### config.mk
export PLATFORM = sky130hd
export DESIGN_NAME = rotfpga_scan_loader
export DESIGN_NICKNAME = d
export VERILOG_FILES = /design/src/rtl/rotfpga_scan_loader.sv
export SDC_FILE = /design/constraint.sdc
export NUM_CORES = 1
export LEC_CHECK = 0
export CORE_MARGIN = 4
export CORE_UTILIZATION = 43
export DETAILED_ROUTE_END_ITERATION = 10
export GPL_TIMING_DRIVEN = 0
export PLACE_DENSITY = 0.71
export SETUP_SLACK_MARGIN = 0.3
export SLEW_MARGIN = 30
export SYNTH_ARGS = -nofsm -noshare
export SYNTH_HDL_FRONTEND = slang
export SYNTH_SLANG_ARGS = --single-unit
### constraint.sdc
create_clock -name clk -period 1.5 [get_ports clk]
set_clock_uncertainty 0.05 [all_clocks]
set_input_delay 0.3 -clock clk [delete_from_list [all_inputs] [get_ports clk]]
set_output_delay 0.3 -clock clk [all_outputs]
set_load 0.1 [all_outputs]
### src/rtl/rotfpga_scan_loader.sv
// Host-side scan-chain loader for rotfpga: shifts config words into the chain LSB-first and captures the displaced bits as readback words.
// Optional CRC-8 over the captured bits is enabled with `define ROTFPGA_SCAN_CRC_EN.
module rotfpga_scan_loader #(
  parameter int WORD_W    = 8,
  parameter int CHAIN_LEN = 256
) (
  input  logic              clk,
  input  logic              rst,
  input  logic              start,
  input  logic [WORD_W-1:0] s_data,
  input  logic              s_valid,
  output logic              s_ready,
  output logic [WORD_W-1:0] m_data,
  output logic              m_valid,
  input  logic              m_ready,
  output logic              busy,
  output logic              done,
  output logic              scan_se,
  output logic              scan_sc,
  input  logic              scan_so,
  output logic [7:0]        crc_out
);

  localparam int NUM_WORDS  = CHAIN_LEN / WORD_W;
  localparam int BIT_CNT_W  = (WORD_W > 1) ? $clog2(WORD_W) : 1;
  localparam int WORD_CNT_W = $clog2(NUM_WORDS) + 1;
  localparam logic [BIT_CNT_W-1:0]  LAST_BIT  = BIT_CNT_W'(WORD_W - 1);
  localparam logic [WORD_CNT_W-1:0] ALL_WORDS = WORD_CNT_W'(NUM_WORDS);

  generate
    if ((WORD_W < 2) || (CHAIN_LEN < WORD_W) || (CHAIN_LEN % WORD_W != 0)) begin : g_bad_geometry
      $error("rotfpga_scan_loader: CHAIN_LEN must be a non-zero multiple of WORD_W (WORD_W >= 2)");
    end
  endgenerate

  typedef enum logic [1:0] {IDLE, FETCH, SHIFT, FLUSH} state_e;

  state_e                  state_q, state_d;
  logic [WORD_W-1:0]       tx_q, tx_d;
  logic [WORD_W-1:0]       rx_q, rx_d;
  logic [BIT_CNT_W-1:0]    bit_cnt_q, bit_cnt_d;
  logic [WORD_CNT_W-1:0]   word_cnt_q, word_cnt_d;
  logic [WORD_W-1:0]       m_data_q, m_data_d;
  logic                    m_valid_q, m_valid_d;
  logic                    scan_sc_q, scan_sc_d;
  logic                    done_q, done_d;
  logic                    s_ready_c;

  // NOTE: every variable gets a default before the case so no path leaves one unassigned (no latches).
  always_comb begin
    state_d    = state_q;
    tx_d       = tx_q;
    rx_d       = rx_q;
    bit_cnt_d  = bit_cnt_q;
    word_cnt_d = word_cnt_q;
    m_data_d   = m_data_q;
    m_valid_d  = m_valid_q && !m_ready;
    scan_sc_d  = scan_sc_q;
    done_d     = 1'b0;
    s_ready_c  = 1'b0;

    case (state_q)
      IDLE: begin
        if (start) begin
          state_d    = FETCH;
          word_cnt_d = '0;
        end
      end
      FETCH: begin
        // Only take a word once the capture slot is guaranteed free for its readback.
        s_ready_c = !m_valid_q || m_ready;
        if (s_valid && s_ready_c) begin
          scan_sc_d = s_data[0];
          tx_d      = s_data >> 1;
          bit_cnt_d = '0;
          state_d   = SHIFT;
        end
      end
      SHIFT: begin
        rx_d = {scan_so, rx_q[WORD_W-1:1]};
        if (bit_cnt_q == LAST_BIT) begin
          m_data_d   = rx_d;
          m_valid_d  = 1'b1;
          word_cnt_d = word_cnt_q + 1'b1;
          state_d    = (word_cnt_d == ALL_WORDS) ? FLUSH : FETCH;
        end else begin
          bit_cnt_d = bit_cnt_q + 1'b1;
          scan_sc_d = tx_q[0];
          tx_d      = tx_q >> 1;
        end
      end
      FLUSH: begin
        if (!m_valid_q || m_ready) begin
          state_d = IDLE;
          done_d  = 1'b1;
        end
      end
      default: state_d = IDLE;
    endcase
  end

  // NOTE: state updates use non-blocking assignments so every flop samples pre-edge values.
  always_ff @(posedge clk) begin
    if (rst) begin
      state_q    <= IDLE;
      tx_q       <= '0;
      rx_q       <= '0;
      bit_cnt_q  <= '0;
      word_cnt_q <= '0;
      m_data_q   <= '0;
      m_valid_q  <= 1'b0;
      scan_sc_q  <= 1'b0;
      done_q     <= 1'b0;
    end else begin
      state_q    <= state_d;
      tx_q       <= tx_d;
      rx_q       <= rx_d;
      bit_cnt_q  <= bit_cnt_d;
      word_cnt_q <= word_cnt_d;
      m_data_q   <= m_data_d;
      m_valid_q  <= m_valid_d;
      scan_sc_q  <= scan_sc_d;
      done_q     <= done_d;
    end
  end

  assign s_ready = s_ready_c;
  assign m_data  = m_data_q;
  assign m_valid = m_valid_q;
  assign busy    = (state_q != IDLE);
  assign done    = done_q;
  assign scan_se = (state_q == SHIFT);
  assign scan_sc = scan_sc_q;

`ifdef ROTFPGA_SCAN_CRC_EN
  logic [7:0] crc_q, crc_d;
  logic       crc_fb;

  // CRC-8 (poly 0x07) over captured bits; frozen outside SHIFT so it holds from done to the next start.
  always_comb begin
    crc_d  = crc_q;
    crc_fb = crc_q[7] ^ scan_so;
    if (state_q == IDLE && start) begin
      crc_d = 8'h00;
    end else if (state_q == SHIFT) begin
      crc_d = {crc_q[6:0], 1'b0} ^ (crc_fb ? 8'h07 : 8'h00);
    end
  end

  always_ff @(posedge clk) begin
    if (rst) crc_q <= 8'h00;
    else     crc_q <= crc_d;
  end

  assign crc_out = crc_q;
`else
  assign crc_out = 8'h00;
`endif

endmodule

==> run_results.csv <==
group,metric,value,unit
clock_network,clock_tree.root_cell,"clkbuf_8",
sta,layout_setup_ws,-0.1921,ns
setup_path,cp-end-kind,"flop",
synthesis,synth_top_area_share,0.4276,
sta,timing.hold.ws,0.4307,ns
finish,syn_to_final_growth,77.36,%
sta,relSlewSlack,0.5677,
run,drv_cap,0,
sta,setup_viol,21,
clock_network,cts_sinks,36,
sta,rsz0062_at_grt,"yes",
place,hpwl,2641,um
hold_path,hold_class,"primary input to flop",
clock_network,clkTransAtPathRegs,0.08,ns
detailed_routing,dr_total_vias,1731,
finish,antennaDiodeCount,0,
synthesis,synth-seq-area-share,0.4276,
detailed_routing,highest_layer,"met4",
setup_path,arrival,1.85,ns
synthesis,synth_edf_count,0,
setup_path,worstSetupPathType,"flop to flop",
synthesis,async_flop_share,0,
synthesis,yosys_warnings,0,
clock_network,cts_buffer_depth,2,
sta,fmax,591.0,MHz
power,leakagePower,1.283,nW
setup_path,required,1.66,ns
global_routing,antenna_found_initial,0,
clock_network,cts_max_level,2,
synthesis,synth_xor_area_frac,0.01039,
global_routing,grt_max_degree,12,
synthesis,syn_inst,205,
detailed_routing,drt_iter0_markers,107,
global_routing,grt_usage,0.1956,
synthesis,synth-simple-area-share,0.2420,
synthesis,synth_top_family_by_area,"simple AND/OR/NAND/NOR gates",
clock_network,clk-insertion-delay-late,0.29,ns
global_routing,grt_pass1_wl,7638,um
floorplanning,fp-row-count,22,
setup_path,rr_worst_depth,7,
hold_path,whs_path_depth,2,
sta,timing.final.crit_share,1.128,
sta,fin_crit,1.692,ns
synthesis,postSynthAreaPerCell,8.221,um^2
finish,fin_nets,293,
power,vdd_drop_max,0.5629,mV
floorplanning,num_io_pins,36,
detailed_routing,drc_errors,0,
synthesis,synthFlopType,"dfxtp_1",
detailed_routing,final_antenna_net_count,0,
clock_network,cts_tree,"done",
synthesis,ys_ff_latch,36,
synthesis,synth-compound-area-share,0.1938,
finish,final_cell_mix,"nand2_1, buf_4, dfxtp_1, buf_12",
detailed_routing,drt-met1-wl,2236,um
setup_path,start_kind,"flop",
synthesis,netlist_area,1685,um^2
sta,tightestPinTransition,0.6485,ns
status,violations,"setup timing",
detailed_routing,wl,5504,um
floorplanning,initial_core_util,0.4535,
floorplanning,dieArea,4985,um^2
floorplanning,die_h,70.61,um
place,numPortBuffers,26,
detailed_routing,wl_met2,2739,um
place,gp_congestion,0.7959,
detailed_routing,viasPerCell,5.343,
floorplanning,die_w,70.61,um
synthesis,synth_top_area_cell,"dfxtp_1",
synthesis,synth_area_leaders,"dfxtp_1, nand2_1, a21oi_1",
finish,drive_gt1_frac,0.5399,
global_routing,grt.overflow.total,0,
finish,layout_commonest_cell,"nand2_1",
sta,finalHoldViolCount,0,
detailed_routing,firstDrtPassIters,5,
floorplanning,core-area,3716,um^2
clock_network,cts_buffers,5,
detailed_routing,avgRoutedWirePerCell,16.99,um
power,p_per_area,812.7,nW/um^2
setup_path,path_max_fanout,6,
place,dpl_worst_slack,-1.107,ns
synthesis,synth_fa_ha_area_frac,0.02970,
synthesis,synth_cell_type_count,41,
detailed_routing,wl_met3,270,um
sta,drv_slew,0,
synthesis,synthMuxAreaShare,0.01188,
global_routing,grt_pass1_vias,1563,
status,outcome,"finished, violations left",
[power by group]
part	total [mW]	switching [mW]	internal, mW
Sequential	1.01	0.0278	0.984
Clock	0.749	0.382	0.367
Combinational	0.669	0.385	0.284
[kinds of logic (layout without fill, tap and decap cells)]
logic type      after synthesis  after routing
mux                           2              2
fa+ha+maj                     4              4
flops                        36             36
other cells                   1              8
simple gates                 90             90
xor+xnor                      2              2
buf+inv                      23             87
compound gates               47             47
[flip-flops by register name, summed over array words and instances (netlist names)]
name,flops
done,1
scan_sc,1
rx_q,7
state_q,2
word_cnt_q,6
m_valid,1
m_data,8
tx_q,7
bit_cnt_q,3
[per-stage QoR]
stage / std cells / area, um^2 / power [mW] / util / TNS [ns]
detailed placement: 286 / 2161 / 1.499 / 0.5815 / -8.196
global placement: 286 / 2161 / 1.496 / 0.5815 / -8.018
CTS: 309 / 2630 / 2.318 / 0.7077 / -0.6483
floorplan: 212 / 1841 / 1.404 / - / -0.1088
finish: 324 / 2989 / 2.429 / 0.8044 / -1.898
global route: 324 / 2989 / 2.511 / 0.8044 / -3.112
[routing by layer]
metal,global-route usage,vias up
met4,0.08768,0
met2,0.3150,55
met5,0,-
li1,-,823
met1,0.2423,834
met3,0.05824,19
[critical path, stage by stage, from the launching register on]
cell	delay (ns)
dfxtp_2	0.34
ha_4	0.16
ha_4	0.19
nor3b_4	0.28
a41o_4	0.21
buf_12	0.14
nor2_4	0.03
a311oi_2	0.20
[worst paths after layout]
| path | start | to | slack (ns) |
|---|---|---|---|
| min | rst | tx_q[1] | 0.43 |
| max reg2reg | bit_cnt_q[1] | tx_q[3] | -0.19 |
| max | bit_cnt_q[1] | tx_q[3] | -0.19 |
| min reg2reg | tx_q[0] | scan_sc | 0.44 |
[timing repair]
item	in CTS	in global routing
setup buffers	14	14
hold buffers	0	0
setup endpoints to repair	49	49
cloned	1	1
pin swaps	11	17
resized for setup	165	50
[cell usage after synthesis, types with 3 or more instances]
library cell	count
a21oi_1	22
a22oi_1	3
a311oi_1	4
a311oi_2	3
buf_2	4
buf_4	10
clkbuf_1	4
dfxtp_1	36
ha_1	4
nand2_1	48
nand2b_1	3
nand3_1	3
nor2_1	19
nor3_1	3
o21ai_0	6
or3_1	3
[area by class of cell]
class	count	area, um^2
multi-input cells	153	1161
flip-flops and latches	36	749.5
fillers	215	726.9
repair buffers	56	711.9
plain buffers	20	195.2
clock buffers	6	82.58
well taps	48	60.06
inverters	3	18.77
clock inverters	2	10.01
Note: power is estimated with default switching activity, not from simulation.
